File: src/rtl/strobe_pkg.sv
// Shared types and constants for the programmable strobe generator.
// Imported by strobe_gen and by anything that drives its mode input.
package strobe_pkg;

  localparam int CNT_W_DEF   = 8;
  localparam int BURST_W_DEF = 8;

  localparam logic MODE_CONT  = 1'b0;
  localparam logic MODE_BURST = 1'b1;

  typedef enum logic {
    IDLE = 1'b0,
    RUN  = 1'b1
  } state_e;

endpackage

File: src/rtl/strobe_gen.sv
// Programmable periodic strobe generator.
// Run-time period, pulse width and burst length; continuous or burst mode.
module strobe_gen
  import strobe_pkg::*;
#(
  parameter int CNT_W   = CNT_W_DEF,
  parameter int BURST_W = BURST_W_DEF
) (
  input  logic               clk,
  input  logic               rst,
  input  logic               start,
  input  logic               stop,
  input  logic               mode,
  input  logic [CNT_W-1:0]   period,
  input  logic [CNT_W-1:0]   pulse_len,
  input  logic [BURST_W-1:0] burst_cnt,
  output logic               out,
  output logic               busy,
  output logic               done,
  output logic               cfg_err
);

  state_e state_q, state_d;

  logic [CNT_W-1:0]   phase_q, phase_d;
  logic [CNT_W-1:0]   per_q, per_d;
  logic [CNT_W-1:0]   len_q, len_d;
  logic [BURST_W-1:0] rem_q, rem_d;
  logic               mode_q, mode_d;
  logic               out_q, out_d;
  logic               busy_q, busy_d;
  logic               done_q, done_d;
  logic               err_q, err_d;

  logic [CNT_W-1:0]   eff_len;
  logic [CNT_W-1:0]   phase_nxt;
  logic               cfg_bad;
  logic               wrap;

  // Clamp the requested width so every period has at least one low cycle
  always_comb begin
    eff_len = pulse_len;
    if (pulse_len == '0) begin
      eff_len = CNT_W'(1);
    end else if (pulse_len >= period) begin
      eff_len = period - CNT_W'(1);
    end
  end

  // Start validity and phase wrap detection
  always_comb begin
    cfg_bad = (period < CNT_W'(2)) ||
              ((mode == MODE_BURST) && (burst_cnt == '0));
    wrap      = (phase_q == per_q - CNT_W'(1));
    phase_nxt = wrap ? '0 : phase_q + CNT_W'(1);
  end

  // Next-state: run step, then start/stop overrides (stop has priority)
  always_comb begin
    state_d = state_q;
    phase_d = phase_q;
    per_d   = per_q;
    len_d   = len_q;
    rem_d   = rem_q;
    mode_d  = mode_q;
    out_d   = out_q;
    busy_d  = busy_q;
    done_d  = 1'b0;
    err_d   = 1'b0;

    if (state_q == RUN) begin
      phase_d = phase_nxt;
      out_d   = (phase_nxt < len_q);
      if (wrap && (mode_q == MODE_BURST)) begin
        rem_d = rem_q - BURST_W'(1);
        if (rem_q == BURST_W'(1)) begin
          state_d = IDLE;
          phase_d = '0;
          out_d   = 1'b0;
          busy_d  = 1'b0;
          done_d  = 1'b1;
        end
      end
    end

    if (stop) begin
      state_d = IDLE;
      phase_d = '0;
      out_d   = 1'b0;
      busy_d  = 1'b0;
      done_d  = 1'b0;
    end else if (start && !cfg_bad) begin
      state_d = RUN;
      phase_d = '0;
      per_d   = period;
      len_d   = eff_len;
      rem_d   = burst_cnt;
      mode_d  = mode;
      out_d   = 1'b1;
      busy_d  = 1'b1;
      done_d  = 1'b0;
    end else if (start) begin
      // A rejected start never overlaps a completion flag
      err_d = ~done_d;
    end
  end

  // State and output registers
  always_ff @(posedge clk or posedge rst) begin
    if (rst) begin
      state_q <= IDLE;
      phase_q <= '0;
      per_q   <= '0;
      len_q   <= '0;
      rem_q   <= '0;
      mode_q  <= MODE_CONT;
      out_q   <= 1'b0;
      busy_q  <= 1'b0;
      done_q  <= 1'b0;
      err_q   <= 1'b0;
    end else begin
      state_q <= state_d;
      phase_q <= phase_d;
      per_q   <= per_d;
      len_q   <= len_d;
      rem_q   <= rem_d;
      mode_q  <= mode_d;
      out_q   <= out_d;
      busy_q  <= busy_d;
      done_q  <= done_d;
      err_q   <= err_d;
    end
  end

  assign out     = out_q;
  assign busy    = busy_q;
  assign done    = done_q;
  assign cfg_err = err_q;

endmodule

File: config.mk
export PLATFORM = sky130hd
export DESIGN_NAME = strobe_gen
export DESIGN_NICKNAME = d
export VERILOG_FILES = /design/src/rtl/strobe_pkg.sv /design/src/rtl/strobe_gen.sv
export SDC_FILE = /design/constraint.sdc
export NUM_CORES = 1
export LEC_CHECK = 0
export CORE_ASPECT_RATIO = 1.25
export CORE_MARGIN = 4
export CORE_UTILIZATION = 56
export DETAILED_ROUTE_END_ITERATION = 16
export PLACE_DENSITY_LB_ADDON = 0.15
export SYNTH_ARGS = -nofsm -noshare
export SYNTH_HDL_FRONTEND = slang
export SYNTH_SLANG_ARGS = --single-unit
export TNS_END_PERCENT = 20
File: constraint.sdc
create_clock -name clk -period 4.4 [get_ports clk]
set_clock_uncertainty 0.1 [all_clocks]
set_input_delay 0.88 -clock clk [delete_from_list [all_inputs] [get_ports clk]]
set_output_delay 0.88 -clock clk [all_outputs]
set_load 0.1 [all_outputs]
==> metrics.csv, run 1 <==
stage,metric,value,unit
die,die height,86.67,um
timing,Pins Over Slew Limit,0,
placement,Final Wtd Congestion,0.9762,
cells_and_area,share of post-route cells with drive strength above 1,0.05666,
clocking,hold_buf cts,0,
synth,synth cell count leaders,"dfrtp_1, inv_1, nand2_1, nor2_1, ha_1",
worst_setup_path,crit path cell chain,or4_4 > nor4_1 > a211oi_1 > nand2_1 > nand2_1 > and2_1 > ha_1 > nor2b_1 > o21ai_0 > nand2b_1 > a21oi_1 > a2111oi_0 > a31oi_1 > a21boi_0,
placement,hpwl dp,5185,um
timing,fin crit share,0.8370,
cells_and_area,ANT cells,0,
min_path,hold crit path type,reg2reg,
timing,worst setup margin,0.7173,ns
clocking,clock-pin slew on the worst setup and hold paths,0.08,ns
detailed_routing,TritonRoute pass-1 iters,5,
clocking,CTS tree,yes,
timing,max-slew headroom at the worst pin,0.2636,
detailed_routing,1st-iter DRT viols,146,
placement,Place WS,0.7540,ns
pwr,worst vdd ir,0.2275,mV
synth,Post-Syn Nets,373,
die,CORE AREA,4765,um2
detailed_routing,wire length per cell,16.07,um
pwr,Total Power,0.9256,mW
worst_setup_path,critical path endpoint category,register,
worst_setup_path,crit path DAT,3.76,ns
die,die area,6148,um2
timing,RSZ-0062 raised after global routing,false,
synth,largest area contributor in the synthesized netlist,dfrtp_1,
worst_setup_path,Worst Setup SP,per_q[2]$_DFFE_PP0P_,
worst_setup_path,R2R depth,14,
timing,Worst-Margin Slew,1.105,ns
die,DIE WIDTH,70.94,um
worst_setup_path,Crit Path Class,reg2reg,
clocking,CTS Root Cell,clkbuf_8,
detailed_routing,Antenna Nets Post-Route,0,
worst_setup_path,CP startpoint kind,register,
worst_setup_path,critical path peak fanout,11,
detailed_routing,DRC Markers,0,
clocking,clock latency on the worst-skew pair,0.30,ns
cells_and_area,area grow syn2layout,16.07,%
clocking,post-cts sizing count,0,
synth,Synth top area share,0.3430,
clocking,Setup Buffers After CTS,0,
synth,distinct cell type count after synthesis,47,
timing,setup TNS,0,ns
synth,Synth warnings,0,
placement,# port buffers,32,
synth,ys async rst share,1.000,
worst_setup_path,worst stage delay on the critical path,0.52,ns
synth,"Seq/Total Area, Yosys",0.3430,
clocking,H-Tree Depth,2,
run,max_cap viols,0,
global_routing,first-pass GRT wire length,11380,um
die,Initial Utilization,0.5819,
timing,Final Setup Violations,0,
min_path,Hold Path Depth,2,
die,Core Rows,28,
detailed_routing,via count,2505,
synth,Yosys reg bits,38,
worst_setup_path,WP data required,4.48,ns
synth,Syn Area/Cell,8.558,um2
worst_setup_path,"most used cell, CP",nand2_1,
clocking,clock sinks,38,
synth,Cells after Synth,324,
synth,Synth Flop Type,dfrtp_1,
global_routing,total gr overflow,0,
global_routing,initial antenna violation count,0,
cells_and_area,final core utilization,0.6754,
detailed_routing,DR vias/cell,6.065,
cells_and_area,area used by multi-input combinational logic,1653,um2
global_routing,largest net degree at the start of global routing,27,
cells_and_area,Layout fillers,407,
worst_setup_path,slowest CP cell,or4_4,
global_routing,vias in the first global route,2453,
cells_and_area,register area,950.9,um2
synth,"Cell Area, Synth",2773,um2
cells_and_area,nets,401,
timing,final hold viol count,0,
timing,fmax,271.5,MHz
detailed_routing,WL final,6636,um
synth,most common cell in the synthesized netlist,dfrtp_1,
status,status,completed,
worst_setup_path,R2R Path Start,per_q[2]$_DFFE_PP0P_,
clocking,CTS Buf Count,5,
synth,cells taking the most area after synthesis,"dfrtp_1, ha_1, xnor2_1, inv_1, nand2_1",
synth,Post-synth EDFFs,0,
pwr,power density over the cells,287.6,nW/um2
clocking,CTS max path bufs,2,
pwr,Pleak,1.357,nW
die,Ports,33,
min_path,beginning of the worst hold path,per_q[7]$_DFFE_PP0P_,
global_routing,gr usage total,0.2353,
timing,Period minus WS final,3.683,ns
[logic make-up after synthesis]
kind of cell	share of synthesized area
AOI/OAI and AO/OA	0.1372
xor gates and xnor gates	0.07897
adders and majority gates	0.09025
buffers and inverters	0.06092
DFF	0.3430
muxes	0.02527
and+or+nand+nor	0.2645
[final cells by class]
class | count | area share
inverter | 27 | 0.03149
tap | 60 | 0.02333
clock inverter | 2 | 0.003888
timing repair buffer | 35 | 0.1065
clock buffer | 6 | 0.02566
multi-input combinational | 245 | 0.5136
sequential | 38 | 0.2955
[critical path, delay by kind of cell (launching register included)]
family                     cells  cell delay (ns)
DFF                            1             0.46
adders and majority gates      1             0.29
AOI/OAI and AO/OA              6             0.79
and+or+nand+nor                7             1.91
[metrics by stage]
stage                     cell area (um2)  std cells  hold slack (ns)
after floorplan                      2773        324           0.3702
after global placement               3123        405           0.3860
after detailed placement             3123        405           0.4002
after CTS                            3218        413           0.4166
after global routing                 3218        413           0.4541
final                                3218        413           0.4154
[state kept, by name, summed over array words and instances, names as in the netlist]
| register | flops |
|---|---|
| len_q | 8 |
| done | 1 |
| rem_q | 8 |
| state_q | 1 |
| cfg_err | 1 |
| mode_q | 1 |
| busy | 1 |
| per_q | 8 |
| phase_q | 8 |
| out | 1 |
[placed cells by master, fill, tap and decap left out, drive strengths merged, types with 2 or more instances in the layout]
| cell type | synthesis | final |
|---|---|---|
| ha | 20 | 20 |
| clkdlybuf4s50 | 0 | 32 |
| mux2i | 7 | 7 |
| nand4 | 14 | 14 |
| nand4b | 5 | 5 |
| and4b | 2 | 2 |
| o21a | 2 | 2 |
| and3 | 3 | 3 |
| clkbuf | 6 | 6 |
| nand2b | 6 | 6 |
| nor2 | 25 | 25 |
| xor2 | 8 | 8 |
| a21oi | 15 | 15 |
| and3b | 2 | 2 |
| o21ai | 19 | 19 |
| nor2b | 7 | 7 |
| buf | 8 | 3 |
| nand3b | 5 | 5 |
| or4 | 4 | 4 |
| nand2 | 27 | 27 |
| nor3 | 8 | 8 |
| dfrtp | 38 | 38 |
| a31oi | 3 | 3 |
| nor4 | 6 | 6 |
| inv | 27 | 27 |
| o311ai | 5 | 5 |
| and2 | 3 | 3 |
| o22ai | 6 | 6 |
| nand3 | 11 | 11 |
| a2111oi | 2 | 2 |
| xnor2 | 17 | 17 |
[worst paths after layout]
| kind | to | slack [ns] |
|---|---|---|
| max reg2reg | out$_DFFE_PP0P_ | 0.72 |
| max in group asynchronous | per_q[6]$_DFFE_PP0P_ | 2.42 |
| max | out$_DFFE_PP0P_ | 0.72 |
| min | per_q[7]$_DFFE_PP0P_ | 0.42 |
| min reg2reg | per_q[7]$_DFFE_PP0P_ | 0.42 |
| min in group asynchronous | done$_DFF_PP0_ | 1.02 |
[power by group]
group	internal, mW	switching, mW
registers	0.385	0.0343
logic	0.109	0.142
clock network	0.126	0.129
[per-layer routing]
layer | routed length, um | vias to the layer above | track usage | part of all wire
met5 | 0 | - | 0 | 0
met4 | 283 | 0 | 0.1248 | 0.043
met3 | 279 | 29 | 0.03712 | 0.042
met2 | 3248 | 82 | 0.3907 | 0.49
met1 | 2824 | 1173 | 0.2935 | 0.43
li1 | - | 1221 | - | -
(Power assumes the default switching activity.)
==> run 2, diff against run 1 <==
--- a/config.mk
+++ b/config.mk
@@ -7,7 +7,7 @@
 export LEC_CHECK = 0
 export CORE_ASPECT_RATIO = 1.25
 export CORE_MARGIN = 4
-export CORE_UTILIZATION = 56
+export CORE_UTILIZATION = 51
 export DETAILED_ROUTE_END_ITERATION = 16
 export PLACE_DENSITY_LB_ADDON = 0.15
 export SYNTH_ARGS = -nofsm -noshare
==> constraint.sdc (replaced) <==
create_clock -name clk -period 3.03 [get_ports clk]
set_clock_uncertainty 0.1 [all_clocks]
set_input_delay 0.606 -clock clk [delete_from_list [all_inputs] [get_ports clk]]
set_output_delay 0.606 -clock clk [all_outputs]
set_load 0.1 [all_outputs]
==> run 2 against run 1 <==
Against the previous run:
- combinational power up 72%
- routed wire length about the same
- clock-buffer cell count stayed put
- critical path type unchanged
- final cell count increased by 5.3%
- largest cell class unchanged
- global-route usage fell by 2.9 points
==> metrics.csv, run 2 (synthesized netlist as in run 1, its figures left out) <==
stage,metric,value,unit,change
detailed_routing,WL final,6641,um,about the same
global_routing,initial antenna violation count,0,,unchanged
pwr,power density over the cells,405.7,nW/um2,+41%
clocking,H-Tree Depth,2,,unchanged
detailed_routing,top sig layer,met4,,
worst_setup_path,critical path peak fanout,3,,-8
worst_setup_path,Reg-to-Reg End,out$_DFFE_PP0P_,,
worst_setup_path,R2R Path Start,per_q[1]$_DFFE_PP0P_,,
cells_and_area,final core utilization,0.6689,,-0.006503
die,Ports,33,,unchanged
detailed_routing,M1 WL,2944,um,+4.2%
global_routing,total gr overflow,0,,unchanged
detailed_routing,1st-iter DRT viols,141,,-3.4%
worst_setup_path,CP bufs+invs,1,,+1
timing,RSZ-0062 raised after global routing,true,,
pwr,Net Switching,0.4692,mW,+54%
pwr,Pint,0.9388,mW,+51%
placement,Final Wtd Congestion,0.9187,,-5.9%
timing,Worst-Margin Slew,0.6396,ns,-0.4650 ns
cells_and_area,area grow syn2layout,25.18,%,
min_path,Hold Path Depth,2,,unchanged
min_path,beginning of the worst hold path,per_q[7]$_DFFE_PP0P_,,
die,DIE WIDTH,73.95,um,+4.3%
die,die height,90.44,um,+4.3%
placement,# port buffers,32,,unchanged
placement,hpwl dp,5240,um,+1.1%
worst_setup_path,CP startpoint kind,register,,
detailed_routing,TritonRoute pass-1 iters,4,,-1
pwr,Flop pwr share,0.429,,-0.024
worst_setup_path,crit path cell chain,or4_4 > o221a_4 > a211oi_2 > nand2_1 > nand2_2 > buf_4 > o21a_1 > ha_1 > nand4_1 > a2111oi_2 > a31oi_1 > a21boi_2,,
run,max_cap viols,0,,unchanged
pwr,Pleak,1.482,nW,+9.2%
clocking,clock sinks,38,,unchanged
die,Initial Utilization,0.5344,,-0.04757
pwr,Sw Ratio,0.3333,,+0.003308
die,die area,6688,um2,+8.8%
clocking,hold_buf cts,0,,unchanged
timing,Final Setup Violations,0,,unchanged
clocking,clock-pin slew on the worst setup and hold paths,0.08,ns,about the same
timing,fmax,334.0,MHz,+23%
cells_and_area,ANT cells,0,,unchanged
timing,Period minus WS final,2.994,ns,-0.6887 ns
cells_and_area,most frequent cells in the layout,"dfrtp_1, clkdlybuf4s50_1, inv_1, nand2_1, buf_4",,
worst_setup_path,R2R Setup Slk,0.04,ns,-0.68 ns
detailed_routing,WL met3,300,um,+7.5%
clocking,clock latency on the worst-skew pair,0.30,ns,about the same
worst_setup_path,Crit Path Class,reg2reg,,
worst_setup_path,slowest CP cell,or4_4,,
min_path,hold crit path type,reg2reg,,
pwr,Total Power,1.408,mW,+52%
cells_and_area,nets,421,,+5.0%
clocking,CTS max path bufs,2,,unchanged
detailed_routing,WL met2,3264,um,+0.49%
min_path,Hold Crit Endpoint,per_q[7]$_DFFE_PP0P_,,
die,Core Rows,29,,+3.6%
timing,max-slew headroom at the worst pin,0.5736,,+0.3100
die,CORE AREA,5189,um2,+8.9%
cells_and_area,"leading cell type in the layout, fill and taps excluded",dfrtp_1,,
global_routing,largest net degree at the start of global routing,39,,+44%
detailed_routing,DR vias/cell,5.830,,-3.9%
cells_and_area,share of post-route cells with drive strength above 1,0.1582,,+0.1015
worst_setup_path,worst stage delay on the critical path,0.58,ns,+0.06 ns
worst_setup_path,critical path endpoint category,register,,
detailed_routing,wire length per cell,15.27,um,-5.0%
detailed_routing,Antenna Nets Post-Route,0,,unchanged
worst_setup_path,"delay-heaviest family, CP",compound AO/OA/AOI/OAI gates,,
pwr,worst vdd ir,0.2188,mV,-3.8%
clocking,CTS Buf Count,5,,unchanged
pwr,Comb pwr share,0.307,,+0.036
worst_setup_path,crit path DAT,3.08,ns,-0.68 ns
global_routing,first-pass GRT wire length,10900,um,-4.2%
status,status,completed,,
worst_setup_path,R2R depth,12,,-2
timing,fin crit share,0.9881,,+0.1511
detailed_routing,DRC Markers,0,,unchanged
timing,final hold viol count,0,,unchanged
clocking,CTS tree,yes,,
clocking,CTS Root Cell,clkbuf_8,,
global_routing,vias in the first global route,2393,,-2.4%
global_routing,gr usage total,0.2061,,-0.02927
detailed_routing,via count,2536,,+1.2%
pwr,Clk pwr share,0.264,,-0.012
cells_and_area,Layout fillers,412,,+1.2%
timing,Pins Over Slew Limit,0,,unchanged
worst_setup_path,WP data required,3.11,ns,-1.37 ns
==> run 2: cell types whose count changed in the layout (fill, tap and decap cells not counted), sizes merged <==
| cell | change |
|---|---|
| clkdlybuf4s50 | -4 |
| buf | +24 |
==> run 2: area by class of cell <==
class / instances / area, um2 / share of cell area
Tap cell: 62 / 77.57 / 0.02235
Sequential cell: 38 / 950.9 / 0.2740
Timing Repair Buffer: 55 / 495.5 / 0.1428
Clock inverter: 2 / 12.51 / 0.003605
Multi-Input combinational cell: 245 / 1750 / 0.5043
Clock buffer: 6 / 82.58 / 0.02379
Inverter: 27 / 101.3 / 0.02920
==> run 2: worst max path at each step <==
stage                     cells after the start  slack, ns                    to                  from
final                                        12       0.04       out$_DFFE_PP0P_  per_q[1]$_DFFE_PP0P_
after global routing                         12      -0.10       out$_DFFE_PP0P_  per_q[1]$_DFFE_PP0P_
after CTS                                    13      0.003       out$_DFFE_PP0P_  per_q[0]$_DFFE_PP0P_
after detailed placement                     13      -0.02       out$_DFFE_PP0P_  per_q[0]$_DFFE_PP0P_
after global placement                        8       0.05  len_q[1]$_DFFE_PP0P_             period[2]
after floorplan                              18      -0.08       out$_DFFE_PP0P_  per_q[0]$_DFFE_PP0P_
==> run 2: per-layer routing <==
| layer | global-route usage | up-vias |
|---|---|---|
| met3 | 0.03118 | 11 |
| li1 | - | 1258 |
| met4 | 0.08006 | 0 |
| met5 | 0 | - |
| met2 | 0.3388 | 66 |
| met1 | 0.2655 | 1201 |
==> run 2: worst reg2reg max path: stages (launching register included) <==
cell	delay, ns
dfrtp_1	0.39
or4_4	0.58
o221a_4	0.28
a211oi_2	0.18
nand2_1	0.12
nand2_2	0.09
buf_4	0.12
o21a_1	0.13
ha_1	0.13
nand4_1	0.15
a2111oi_2	0.38
a31oi_1	0.06
a21boi_2	0.16
==> run 2: power by group through the flow <==
stage / clock network, mW / registers (mW) / logic (mW)
after global placement: 0 / 0.609 / 0.398
final: 0.372 / 0.604 / 0.432
after floorplan: 0 / 0.629 / 0.244
after global routing: 0.395 / 0.611 / 0.478
after detailed placement: 0 / 0.611 / 0.408
after CTS: 0.376 / 0.601 / 0.409
==> run 2: stage by stage <==
| step | setup WS (ns) | TNS, ns | area [um2] | std cells | hold slack [ns] |
|---|---|---|---|---|---|
| after CTS | 0.002975 | 0 | 3396 | 434 | 0.4164 |
| after global routing | -0.1035 | -0.1035 | 3471 | 435 | 0.4363 |
| after global placement | 0.05446 | 0 | 3299 | 426 | 0.3954 |
| after detailed placement | -0.01740 | -0.01740 | 3299 | 426 | 0.4004 |
| after floorplan | -0.08463 | -0.08463 | 2809 | 324 | 0.3702 |
| final | 0.03603 | 0 | 3471 | 435 | 0.4176 |
==> run 2: timing repair <==
action	CTS	global route
pin swaps	0	7
resized for setup	1	15
setup buffers	0	1
setup endpoints to repair	1	1
